==> config.mk <==
export PLATFORM = sky130hd
export DESIGN_NAME = rcc_lse_css
export DESIGN_NICKNAME = d
export VERILOG_FILES = /design/src/rtl/rcc_lse_css.sv
export SDC_FILE = /design/constraint.sdc
export NUM_CORES = 1
export LEC_CHECK = 0
export ABC_AREA = 1
export BUFFER_PORTS_ARGS = -buffer_cell sky130_fd_sc_hd__buf_2
export CAP_MARGIN = 20
export CORE_ASPECT_RATIO = 0.6
export CORE_MARGIN = 5
export CORE_UTILIZATION = 35
export CTS_BUF_LIST = sky130_fd_sc_hd__clkbuf_16
export CTS_CLUSTER_DIAMETER = 150
export DETAILED_ROUTE_END_ITERATION = 8
export SLEW_MARGIN = 20
export SYNTH_ARGS = -nofsm -noshare
export SYNTH_HDL_FRONTEND = slang
export SYNTH_SLANG_ARGS = --single-unit
==> constraint.sdc <==
create_clock -name lsi_clk -period 1.33 [get_ports lsi_clk]
set_input_delay 0.266 -clock lsi_clk [delete_from_list [all_inputs] [get_ports lsi_clk]]
set_output_delay 0.266 -clock lsi_clk [all_outputs]
set_load 0.01 [all_outputs]
==> src/rtl/rcc_lse_css.sv <==
// LSE clock security system: watches the synchronised LSE/8 toggle on lsi_clk and latches a
// sticky fail when it stops. Define RCC_LSECSS_FREQ_HIGH_CHECK_EN to also fail on short periods.
module rcc_lse_css #(
    parameter int unsigned SYNC_STAGE = 2,
    parameter int unsigned CNT_W      = 8,
    parameter int unsigned TIMEOUT    = 64,
    parameter int unsigned MIN_PERIOD = 2
) (
    input  logic       lsi_clk,
    input  logic       vsw_rst,
    input  logic       lsecsson,
    input  logic       lserdy,
    input  logic       lse_tgl,
    output logic       lsecss_fail,
    output logic       lsecss_irq,
    output logic [1:0] css_state
);

    typedef enum logic [1:0] {
        StIdle = 2'b00,
        StArm  = 2'b01,
        StMon  = 2'b10,
        StFail = 2'b11
    } css_state_e;

    localparam logic [CNT_W-1:0] TimeoutLast = CNT_W'(TIMEOUT - 1);

    if (SYNC_STAGE < 2 || TIMEOUT < 2 || TIMEOUT > (2 ** CNT_W) - 1 || MIN_PERIOD < 1)
    begin : g_param_err
        $error("rcc_lse_css: illegal parameter set");
    end

    logic [SYNC_STAGE-1:0] tgl_sync_q;
    logic [SYNC_STAGE-1:0] rdy_sync_q;
    logic                  tgl_last_q;
    logic                  css_on_q;
    css_state_e            state_q, state_d;
    logic [CNT_W-1:0]      cnt_q, cnt_d;
    logic                  fail_q, irq_q;
    logic                  fail_d, irq_d;
    logic                  tgl_edge;
    logic                  arm;

    assign tgl_edge = tgl_sync_q[SYNC_STAGE-1] ^ tgl_last_q;
    assign arm      = css_on_q & rdy_sync_q[SYNC_STAGE-1];

    always_comb begin
        state_d = state_q;
        cnt_d   = cnt_q;
        unique case (state_q)
            StIdle: begin
                cnt_d = '0;
                if (arm) begin
                    state_d = StArm;
                end
            end
            StArm: begin
                if (!arm) begin
                    state_d = StIdle;
                    cnt_d   = '0;
                end else if (tgl_edge) begin
                    state_d = StMon;
                    cnt_d   = '0;
                end else if (cnt_q == TimeoutLast) begin
                    state_d = StFail;
                end else begin
                    cnt_d = cnt_q + CNT_W'(1);
                end
            end
            StMon: begin
                if (!arm) begin
                    state_d = StIdle;
                    cnt_d   = '0;
                end else if (tgl_edge) begin
`ifdef RCC_LSECSS_FREQ_HIGH_CHECK_EN
                    // An edge arriving before MIN_PERIOD cycles means a glitching or fast LSE.
                    if (cnt_q < CNT_W'(MIN_PERIOD - 1)) begin
                        state_d = StFail;
                    end else begin
                        cnt_d = '0;
                    end
`else
                    cnt_d = '0;
`endif
                end else if (cnt_q == TimeoutLast) begin
                    state_d = StFail;
                end else if (cnt_q != '1) begin
                    cnt_d = cnt_q + CNT_W'(1);
                end
            end
            StFail: begin
                state_d = StFail;
            end
            default: begin
                state_d = StIdle;
                cnt_d   = '0;
            end
        endcase
        fail_d = (state_d == StFail);
        irq_d  = (state_d == StFail) && (state_q != StFail);
    end

    always_ff @(posedge lsi_clk or posedge vsw_rst) begin
        if (vsw_rst) begin
            tgl_sync_q <= '0;
            rdy_sync_q <= '0;
            tgl_last_q <= 1'b0;
            css_on_q   <= 1'b0;
            state_q    <= StIdle;
            cnt_q      <= '0;
            fail_q     <= 1'b0;
            irq_q      <= 1'b0;
        end else begin
            tgl_sync_q <= {tgl_sync_q[SYNC_STAGE-2:0], lse_tgl};
            rdy_sync_q <= {rdy_sync_q[SYNC_STAGE-2:0], lserdy};
            tgl_last_q <= tgl_sync_q[SYNC_STAGE-1];
            // Once enabled, only the domain reset can disable monitoring.
            css_on_q   <= css_on_q | lsecsson;
            state_q    <= state_d;
            cnt_q      <= cnt_d;
            fail_q     <= fail_d;
            irq_q      <= irq_d;
        end
    end

    assign lsecss_fail = fail_q;
    assign lsecss_irq  = irq_q;
    assign css_state   = state_q;

endmodule

# --- Word level (Yosys, flattened, before mapping) ---
# Cells that the tools add are included.
word_totals:
  output_inout_bits: 4
  ff_bits: 18
classes:
  bitwise: 3
  n_reduce_logical: 4
  n_addsub: 1
  n_eq_ne: 10
  mux: 15
ops:
  columns: ["cell", "n"]
  rows:
  - ["2-to-1 mux 8 bit", 7]
  - ["one-hot mux 8 bit (3 select lines)", 1]
  - ["2-to-1 mux 2 bit", 6]
  - ["!= test 4 bit, second input constant", 3]
  - ["adder 8 x 1 -> 8 bit, second input constant", 1]
  - ["== test 8 x 6 -> 1 bit, second input constant", 1]
  - ["!= test 8 bit, second input constant", 1]
  - ["one-hot mux 2 bit (4 select lines)", 1]
  - ["== test 2 bit, second input constant", 3]
  - ["AND reduction 4 bit", 1]
  - ["nonzero test 3 bit", 1]
  - ["== test 2 x 1 -> 1 bit, second input constant", 1]
  - ["logical NOT 2 bit", 1]
  - ["!= test 2 bit, second input constant", 1]
  - ["AND 1 bit", 1]
  - ["logical AND 1 bit", 1]
  - ["OR 1 bit", 1]
  - ["XOR 1 bit", 1]

# --- Longest topological paths before layout ---
# Gate-level depths: netlist of the first run.
logic_depth:
  ltp_word: 7
  mapped_depth: 11
  depth_no_buf: 11

# --- Worst setup path before layout of the first run ---
# Ideal clock, no wire load.
synth_path:
  path_type: "flip-flop to flip-flop"
  from: "register cnt_q[0]"
  to: "register fail_q (netlist: lsecss_fail)"
  t_arrival_ns: 1.309
  required_time_ns: 1.214
  setup_ns: 0.116
  stages_incl_launch_ff: 12
  synth_period_minus_slack_ns: 1.425
  setup_slack_ns: -0.095
  path_cell_list: "dfrtp_1 > ha_1 > nand3_2 > clkinv_1 > nand2_2 > nand2_1 > nand2_1 > nand2_1 > nor2_1 > nor2_2 > nand2_1 > inv_1"
synth_via:
  elab_chain_len: 6
  elab_cells_between_ends: 8
synth_lines:
  columns: ["element", "line_no", "rtl"]
  rows:
  - ["start: declaration", "38", "logic [CNT_W-1:0] cnt_q, cnt_d;"]
  - ["start signal: assignment", "120", "cnt_q <= cnt_d;"]
  - ["== test 8 x 6 -> 1 bit *", "64, 85", null]
  - ["2-to-1 mux 2 bit *", "64, 85", null]
  - ["2-to-1 mux 2 bit, on equally long branches", "74, 61", null]
  - ["2-to-1 mux 2 bit, on equally long branches", "71, 58", null]
  - ["one-hot mux 2 bit (4 select lines) *", "50", "unique case (state_q)"]
  - ["named net state_d[0]", "37", "css_state_e state_q, state_d;"]
  - ["== test 2 bit *", "99", "fail_d = (state_d == StFail);"]
  - ["named net fail_d", "40", "logic fail_d, irq_d;"]
  - ["end signal: assignment", "121", "fail_q <= fail_d;"]
  - ["end: declaration", "39", "logic fail_q, irq_q;"]
# The timed path passes the listed nets; every way through them passes the cells marked *.
# A chain may end at the register's enable or synchronous reset.

# --- Worst setup path after layout of the first run ---
layout_path:
  from: "register cnt_q[0]"
  to: "register cnt_q[6]"
layout_via:
  elab_chain_len: 6
  elab_cells_between_ends: 15
layout_lines:
  columns: ["element", "line_no", "rtl"]
  rows:
  - ["adder 8 x 1 -> 8 bit", "67, 88", null]
  - ["2-to-1 mux 8 bit", "87", "end else if (cnt_q != '1) begin"]
  - ["2-to-1 mux 8 bit", "85", "end else if (cnt_q == TimeoutLast) begin"]
  - ["2-to-1 mux 8 bit", "74", "end else if (tgl_edge) begin"]
  - ["2-to-1 mux 8 bit", "71", "if (!arm) begin"]
  - ["one-hot mux 8 bit (3 select lines)", "50", null]
# Several ways; a longest one is shown, not always the timed one. The select of a mux whose other input is x is not followed.

==> results.cfg, run 1 <==
[synth]
ys_seq_area_share_pct = 44.4
yosysUniqueCellTypes = 23
synthMostInstantiatedCell = nand2_1
ys_ff_latch = 18
async_reset_ff_share_pct = 100
syn_area_um2 = 1010
synth_compound_area_share_pct = 7.40
synthTopCellsByArea = dfrtp_1 44%, nand2_1 12%, ha_1 6.2%, inv_1 5.9%, nand3_1 4.9%
synth_top_family_by_area = simple AND/OR/NAND/NOR gates
synth_cells = 130
yosysTopAreaCell = dfrtp_1
syn_nets = 140
synth_top_area_share_pct = 44.4
synthMuxAreaShare_pct = 0
ys_warn_count = 0
yosys.area_share.simple_pct = 34.2
synth-xor-area-share_pct = 0.863
synth_fa_ha_area_share_pct = 6.17
synth_top_flop_cell = dfrtp_1
synth_edf_count = 0
ys_top_cells_by_count = 33 x nand2_1, 18 x dfrtp_1, 16 x inv_1
syn_area_per_cell_um2 = 7.81

[cts]
clockRootBuffer = clkbuf_16
cts-hold-fix-buffers = 0
clockBufferDepth = 2
cts_tree = done
htree_num_levels = 1
cts_made_buffers = 3
path_clk_slew_ps = 50
cts_sinks = 18
clk_latency_ps = 250

[timing]
max_freq_mhz = 690
hold_violations = 0
min_period_ps = 1450
min_period_over_period_pct = 109
skew_ps = 4.08
maxSlewHeadroom_pct = 80.4
worst_slew_pin_slew_ps = 292
drv_slew = 0
layout_setup_ws_ps = -118
rsz0062_at_grt = yes
finalSetupViolCount = 10

[place]
port_buffers = 8
dp.final_hpwl_um = 1860
place_inst = 186
pre_cts_slack_ps = -165
gp_congestion = 0.850

[critical_path]
path_cells = ha_2 > nand3_4 > clkinv_4 > nand2_4 > o21ai_4 > nand2_4 > nand2_4 > nand2_1 > o21ai_1
path_max_fanout = 5
crit_type = reg -> reg
slowest_delay_ps = 370
path_common_cell = nand2_4
cp.arrival_ps = 1630
start_kind = flip-flop
reg2reg_depth = 9
critPathRequiredTime_ps = 1510
slowest_stage = dfrtp_1
end_kind = flip-flop
rrSetupSlack_ps = -120

[cells_and_area]
final_util_pct = 49.9
multi_input_area_um2 = 593
register_area_um2 = 453
drive_gt1_share_pct = 41.5
stdcell_count = 193
fin_nets = 170
fill_cells = 280
area_growth_pct = 38.3
num_antenna_cells = 0

[die]
die_area_um2 = 4110
boundaryPins = 9
start_util_pct = 36.0
row_count = 15
core_um2 = 2820
dieHeight_um = 51.7
die-width_um = 79.5

[route]
dr.pass1.iters = 4
route.detailed.drc = 0
ant_nets = 0
num_vias = 954
drt-total-wl_um = 2570
routedWlPerCell_um = 13.3
first_iter_violations = 55
via_per_inst = 4.94

[global_route]
grt_max_degree = 19
grt_pass1_wl_um = 4290
grt_util_all_layers_pct = 14.1
grt_pass1_vias = 926
overflow = 0
grt_antenna_before_repair = 0

[run_status]
status = finished with violations
failed_checks = negative setup slack

[run]
drv_cap = 0

[worst_hold_path]
min_path_type = in -> async

[power]
p_leak_nw = 0.687
finalPower_mw = 2.36
ir_drop_mv = 0.890
p_per_area_nw_per_um2 = 1680
-- final timing paths --
kind / startpoint / end
max: cnt_q[0] / cnt_q[6]
min: vsw_rst / css_on_q
max reg2reg: cnt_q[0] / cnt_q[6]
min reg2reg: rdy_sync_q[0] / rdy_sync_q[1]
max in group asynchronous: vsw_rst / css_state[0]
min in group lsi_clk: lse_tgl / tgl_sync_q[0]
-- sequential cells by signal, summed over array words and instances (netlist names) --
signal,count
cnt_q,8
css_state,2
rdy_sync_q,2
tgl_sync_q,2
css_on_q,1
lsecss_fail,1
lsecss_irq,1
tgl_last_q,1
-- power breakdown --
part,internal (mW),switching [mW],total (mW)
sequential,0.631,0.0723,0.704
combinational,0.426,0.619,1.04
clock,0.400,0.207,0.607
-- kinds of logic after synthesis --
kind of cell / Yosys count
simple gates: 74
buf+inv: 19
flops: 18
compound gates: 13
fa+ha+maj: 5
xor+xnor: 1
-- critical path: cells and delay by family (launching register included) --
family / cells / cell delay (ps)
flops: 1 / 370
buf+inv: 1 / 80
fa+ha+maj: 1 / 220
simple gates: 5 / 420
compound gates: 2 / 290
-- repair_timing --
item                                    4_1_cts  5_1_grt
resized for setup                            19       12
endpoints found under the setup margin       12       12
buffers inserted                              1        1
cloned                                        1        0
pin swaps                                    12       11
-- layout make-up --
type	instances	share of cell area, %
clock buffer	3	5.35
clock inverter	1	0.267
inverter	19	5.44
timing repair buffer	24	11.4
multi-input combinational	94	42.2
sequential	18	32.3
tap	34	3.03
-- per-layer routing --
layer | part of all wire (%) | global-route usage (%)
met4 | 1.8 | 5.71
met1 | 48 | 18.7
met5 | 0 | 0
met2 | 45 | 21.1
met3 | 4.8 | 5.02
-- cell usage in the layout, fill, tap and decap left out, types with 4 or more instances in the layout --
| cell | count |
|---|---|
| nor2_2 | 8 |
| nor3_1 | 5 |
| nor2_1 | 7 |
| nand2_2 | 5 |
| buf_2 | 8 |
| o21ai_1 | 5 |
| inv_2 | 4 |
| nand2_4 | 4 |
| nand2_1 | 30 |
| buf_4 | 16 |
| nand3_1 | 7 |
| dfrtp_1 | 16 |
| inv_1 | 14 |
-- per-stage QoR --
stage	hold WS (ps)	setup TNS (ps)	area, um^2
floorplan	204	0	1020
global placement	282	-586	1210
detailed placement	299	-1470	1210
CTS	31.0	-819	1360
global route	55.5	-2050	1400
finish	17.1	-1010	1400
(Power assumes the default switching activity.)
==> run 2, diff against run 1 <==
- GPL_TIMING_DRIVEN: unset -> 0
==> results.cfg, run 2 (synthesized netlist as in run 1, its figures left out) <==
[cells_and_area]
fin_nets = 157
final_area_um2 = 1300
num_antenna_cells = 0
final_common_cell = nand2_1
area_growth_pct = 27.9
drive_gt1_share_pct = 34.9
final_util_pct = 46.1
largest_reg_flops = 8
final_cell_mix = 30 x nand2_1, 16 x dfrtp_1, 14 x inv_1
regMostFlops = cnt_q

[place]
gp_congestion = 0.940
dp.final_hpwl_um = 1520
place_area_um2 = 1100
pre_cts_slack_ps = -177
port_buffers = 8

[run_status]
status = finished with violations
failed_checks = negative setup slack

[die]
die-width_um = 79.5
core_um2 = 2820
start_util_pct = 36.0
dieHeight_um = 51.7
row_count = 15
boundaryPins = 9
die_area_um2 = 4110

[critical_path]
slowest_delay_ps = 390
crit_type = reg -> reg
start_kind = flip-flop
slowest_stage = dfrtp_1
critPathRequiredTime_ps = 1470
cp_num_buf_inv = 1
crit_cells = 8
end_kind = flip-flop
crit_family = flip-flops
path_cells = ha_4 > nand3_4 > clkinv_4 > nand2_4 > o21ai_2 > nand2_2 > nand2_4 > o21ai_0
cp.arrival_ps = 1570
reg2reg_depth = 8
path_max_fanout = 5
path_common_cell = nand2_4

[cts]
clk_latency_ps = 260
clockBufferDepth = 2
cts_sinks = 18
cts_made_buffers = 3
path_clk_slew_ps = 60
clockRootBuffer = clkbuf_16
cts-hold-fix-buffers = 0
htree_num_levels = 1
cts_tree = done

[route]
ant_nets = 0
route.top_layer_used = met4
route.detailed.drc = 0
wl_met3_um = 171
drt-total-wl_um = 2260
routedWlPerCell_um = 12.6
dr.pass1.iters = 4
via_per_inst = 4.82
first_iter_violations = 35
num_vias = 867
wl_met1_um = 1120
dr_wl_met2_um = 930

[timing]
hold_violations = 0
skew_ps = 4.74
layout_setup_ws_ps = -98.2
fin_tns_setup_ps = -784
max_freq_mhz = 700
drv_slew = 0
min_period_ps = 1430
worst_slew_pin_slew_ps = 697
finalSetupViolCount = 10
min_period_over_period_pct = 107
rsz0062_at_grt = yes
maxSlewHeadroom_pct = 53.5

[power]
p_leak_nw = 0.612
ir_drop_mv = 1.32
pwr-share-comb_pct = 38.9
p_clk_share_pct = 28.5
seq_power_share_pct = 32.6
sw_frac_of_total_pct = 39.1
p_int_mw = 1.33
p_per_area_nw_per_um2 = 1680
p_sw_mw = 0.853

[global_route]
grt_antenna_before_repair = 0
grt_max_degree = 19
grt_pass1_wl_um = 3610
overflow = 0
grt_util_all_layers_pct = 12.1
grt_pass1_vias = 788

[run]
drv_cap = 0

[worst_hold_path]
min_path_type = in -> async
run 2: changes by cell type in the layout (fill, tap and decap cells not counted), sizes merged:
cell / change
buf: -13
run 2: timing repair:
item	4_1_cts	5_1_grt
endpoints found under the setup margin	12	12
resized for setup	13	9
cloned	0	1
buffers inserted	3	0
pin swaps	8	0
run 2: area by class of cell:
| type | instances | area (um^2) |
|---|---|---|
| Multi-Input combinational cell | 94 | 584 |
| Sequential cell | 18 | 453 |
| Inverter | 19 | 76.3 |
| Clock buffer | 3 | 75.1 |
| Tap cell | 34 | 42.5 |
| Fill cell | 271 | 1520 |
| Clock inverter | 1 | 3.75 |
| Timing Repair Buffer | 11 | 62.6 |
run 2: metal layers:
layer / vias up / GRT usage [%]
met5: - / 0
met4: 0 / 5.14
met3: 6 / 4.33
met2: 23 / 17.2
met1: 394 / 16.4
li1: 444 / -
run 2: worst paths after layout:
kind                               start             to  slack (ps)
max in group asynchronous        vsw_rst   css_state[1]         730
min                              vsw_rst       cnt_q[2]         110
max reg2reg                     cnt_q[0]       cnt_q[6]        -100
min reg2reg                tgl_sync_q[0]  tgl_sync_q[1]         350
max                             cnt_q[0]       cnt_q[6]        -100
min in group lsi_clk              lserdy  rdy_sync_q[0]         120
run 2: per-stage QoR:
step	hold slack, ps	instances	total power, mW
after detailed placement	343	172	1.39
after CTS	115	179	2.09
after global routing	110	180	2.31
after floorplan	204	130	1.20
after global placement	336	172	1.38
final	112	180	2.18
run 2: power by group through the flow:
stage | logic [mW] | registers, mW | clock network, mW
3_5_place_dp | 0.676 | 0.716 | 0
5_1_grt | 0.932 | 0.719 | 0.661
4_1_cts | 0.757 | 0.708 | 0.627
3_3_place_gp | 0.667 | 0.712 | 0
2_1_floorplan | 0.480 | 0.725 | 0
6_report | 0.848 | 0.709 | 0.622
==> run 3, diff against run 2 <==
- CORE_MARGIN: 5 -> 2
- RECOVER_POWER: unset -> 50
==> results.cfg, run 3 (synthesized netlist as in run 1, its figures left out) <==
[power]
p_leak_nw = 0.639
p_per_area_nw_per_um2 = 1640
ir_drop_mv = 1.14

[timing]
drv_slew = 0
layout_setup_ws_ps = -196
rsz0062_at_grt = yes
maxSlewHeadroom_pct = 52.8
max_freq_mhz = 656
hold_violations = 0
worst_slew_pin_slew_ps = 708
finalSetupViolCount = 10
min_period_ps = 1530
min_period_over_period_pct = 115
skew_ps = 5.14

[place]
dp.final_hpwl_um = 1510
pre_cts_slack_ps = -170
port_buffers = 8
gp_congestion = 0.795

[critical_path]
slowest_delay_ps = 430
r2r-end = cnt_q[6]
r2r_start = cnt_q[5]
cp_num_buf_inv = 0
crit_type = reg -> reg
start_kind = flip-flop
reg2reg_depth = 8
slowest_stage = dfrtp_1
crit_family = simple AND/OR/NAND/NOR gates
path_max_fanout = 5
cp.arrival_ps = 1700
path_cells = nand2_2 > nor3_1 > nand3_2 > o21ai_4 > nand2_4 > nand2_4 > nand2_1 > o21ai_1
critPathRequiredTime_ps = 1510
path_common_cell = nand2_4
rrSetupSlack_ps = -200
end_kind = flip-flop
crit_start = cnt_q[5]

[cts]
cts_sinks = 18
clockRootBuffer = clkbuf_16
clk_latency_ps = 250
htree_num_levels = 1
path_clk_slew_ps = 50
clockBufferDepth = 2
cts_made_buffers = 3
cts_tree = done

[route]
dr.pass1.iters = 2
drt-total-wl_um = 2360
via_per_inst = 4.76
route.detailed.drc = 0
num_vias = 867
routedWlPerCell_um = 12.9
first_iter_violations = 27
ant_nets = 0

[global_route]
grt_antenna_before_repair = 0
grt_util_all_layers_pct = 15.2
grt_pass1_vias = 820
grt_max_degree = 19
overflow = 0
grt_pass1_wl_um = 3720

[run_status]
status = finished with violations
failed_checks = negative setup slack

[die]
core_um2 = 2820
row_count = 15
dieHeight_um = 45.7
start_util_pct = 36.0
die-width_um = 73.5
die_area_um2 = 3360
boundaryPins = 9

[worst_hold_path]
min_path_type = in -> async

[cells_and_area]
multi_input_area_um2 = 621
num_antenna_cells = 0
final_cell_mix = 27 x nand2_1, 16 x dfrtp_1, 13 x inv_1
fin_nets = 159
drive_gt1_share_pct = 39.9
fill_cells = 278
register_area_um2 = 453
final_util_pct = 47.9
regMostFlops = cnt_q
area_growth_pct = 32.9
final_common_cell = nand2_1
largest_reg_flops = 8

[run]
drv_cap = 0
run 3: power breakdown:
part / total (mW) / switching [mW] / leakage [nW] / internal, mW
logic: 0.891 / 0.584 / 0.373 / 0.307
registers: 0.712 / 0.0803 / 0.227 / 0.631
clock network: 0.614 / 0.214 / 0.0385 / 0.400
total: 2.22 / 0.878 / 0.639 / 1.34
run 3: worst register-to-register path, stage by stage, from the launching register on:
cell     delay, ps
dfrtp_1        430
nand2_2        110
nor3_1         280
nand3_2        160
o21ai_4        130
nand2_4        100
nand2_4        120
nand2_1         60
o21ai_1         70
run 3: timing repair:
action,CTS,global route
gates resized for setup,17,21
setup buffers,2,3
pin swaps,6,12
cloned,1,0
endpoints found under the setup margin,12,12
hold buffers,0,0
run 3: metal layers:
metal | routed length, um | track usage (%) | vias to the layer above
li1 | - | - | 445
met1 | 1210 | 21.2 | 406
met2 | 1010 | 21.6 | 11
met3 | 99 | 5.53 | 5
met4 | 35 | 5.45 | 0
met5 | 0 | 0 | -
run 3: worst max path at each step:
| stage | to | slack [ps] | depth (start not counted) |
|---|---|---|---|
| floorplan | lsecss_fail | 2 | 11 |
| global placement | cnt_q[6] | -140 | 8 |
| finish | cnt_q[6] | -200 | 8 |
| CTS | lsecss_irq | -120 | 11 |
| global route | cnt_q[6] | -270 | 8 |
| detailed placement | cnt_q[4] | -170 | 7 |
run 3: through the flow:
stage                     hold slack, ps  cell area [um^2]  instances  setup TNS [ps]  power, mW
final                                117              1350        182           -1490       2.22
after global routing                 117              1350        182           -2450       2.37
after CTS                            113              1270        179            -793       2.15
after detailed placement             336              1100        172           -1460       1.39
after global placement               334              1100        172           -1160       1.37
after floorplan                      204              1020        130               0       1.20
run 3: layout make-up:
type                    count  area share, %
multi-input cells          94           46.0
flip-flops and latches     18           33.6
repair buffers             13           5.75
inverters                  19           5.66
clock buffers               3           5.57
well taps                  34           3.15
clock inverters             1          0.278
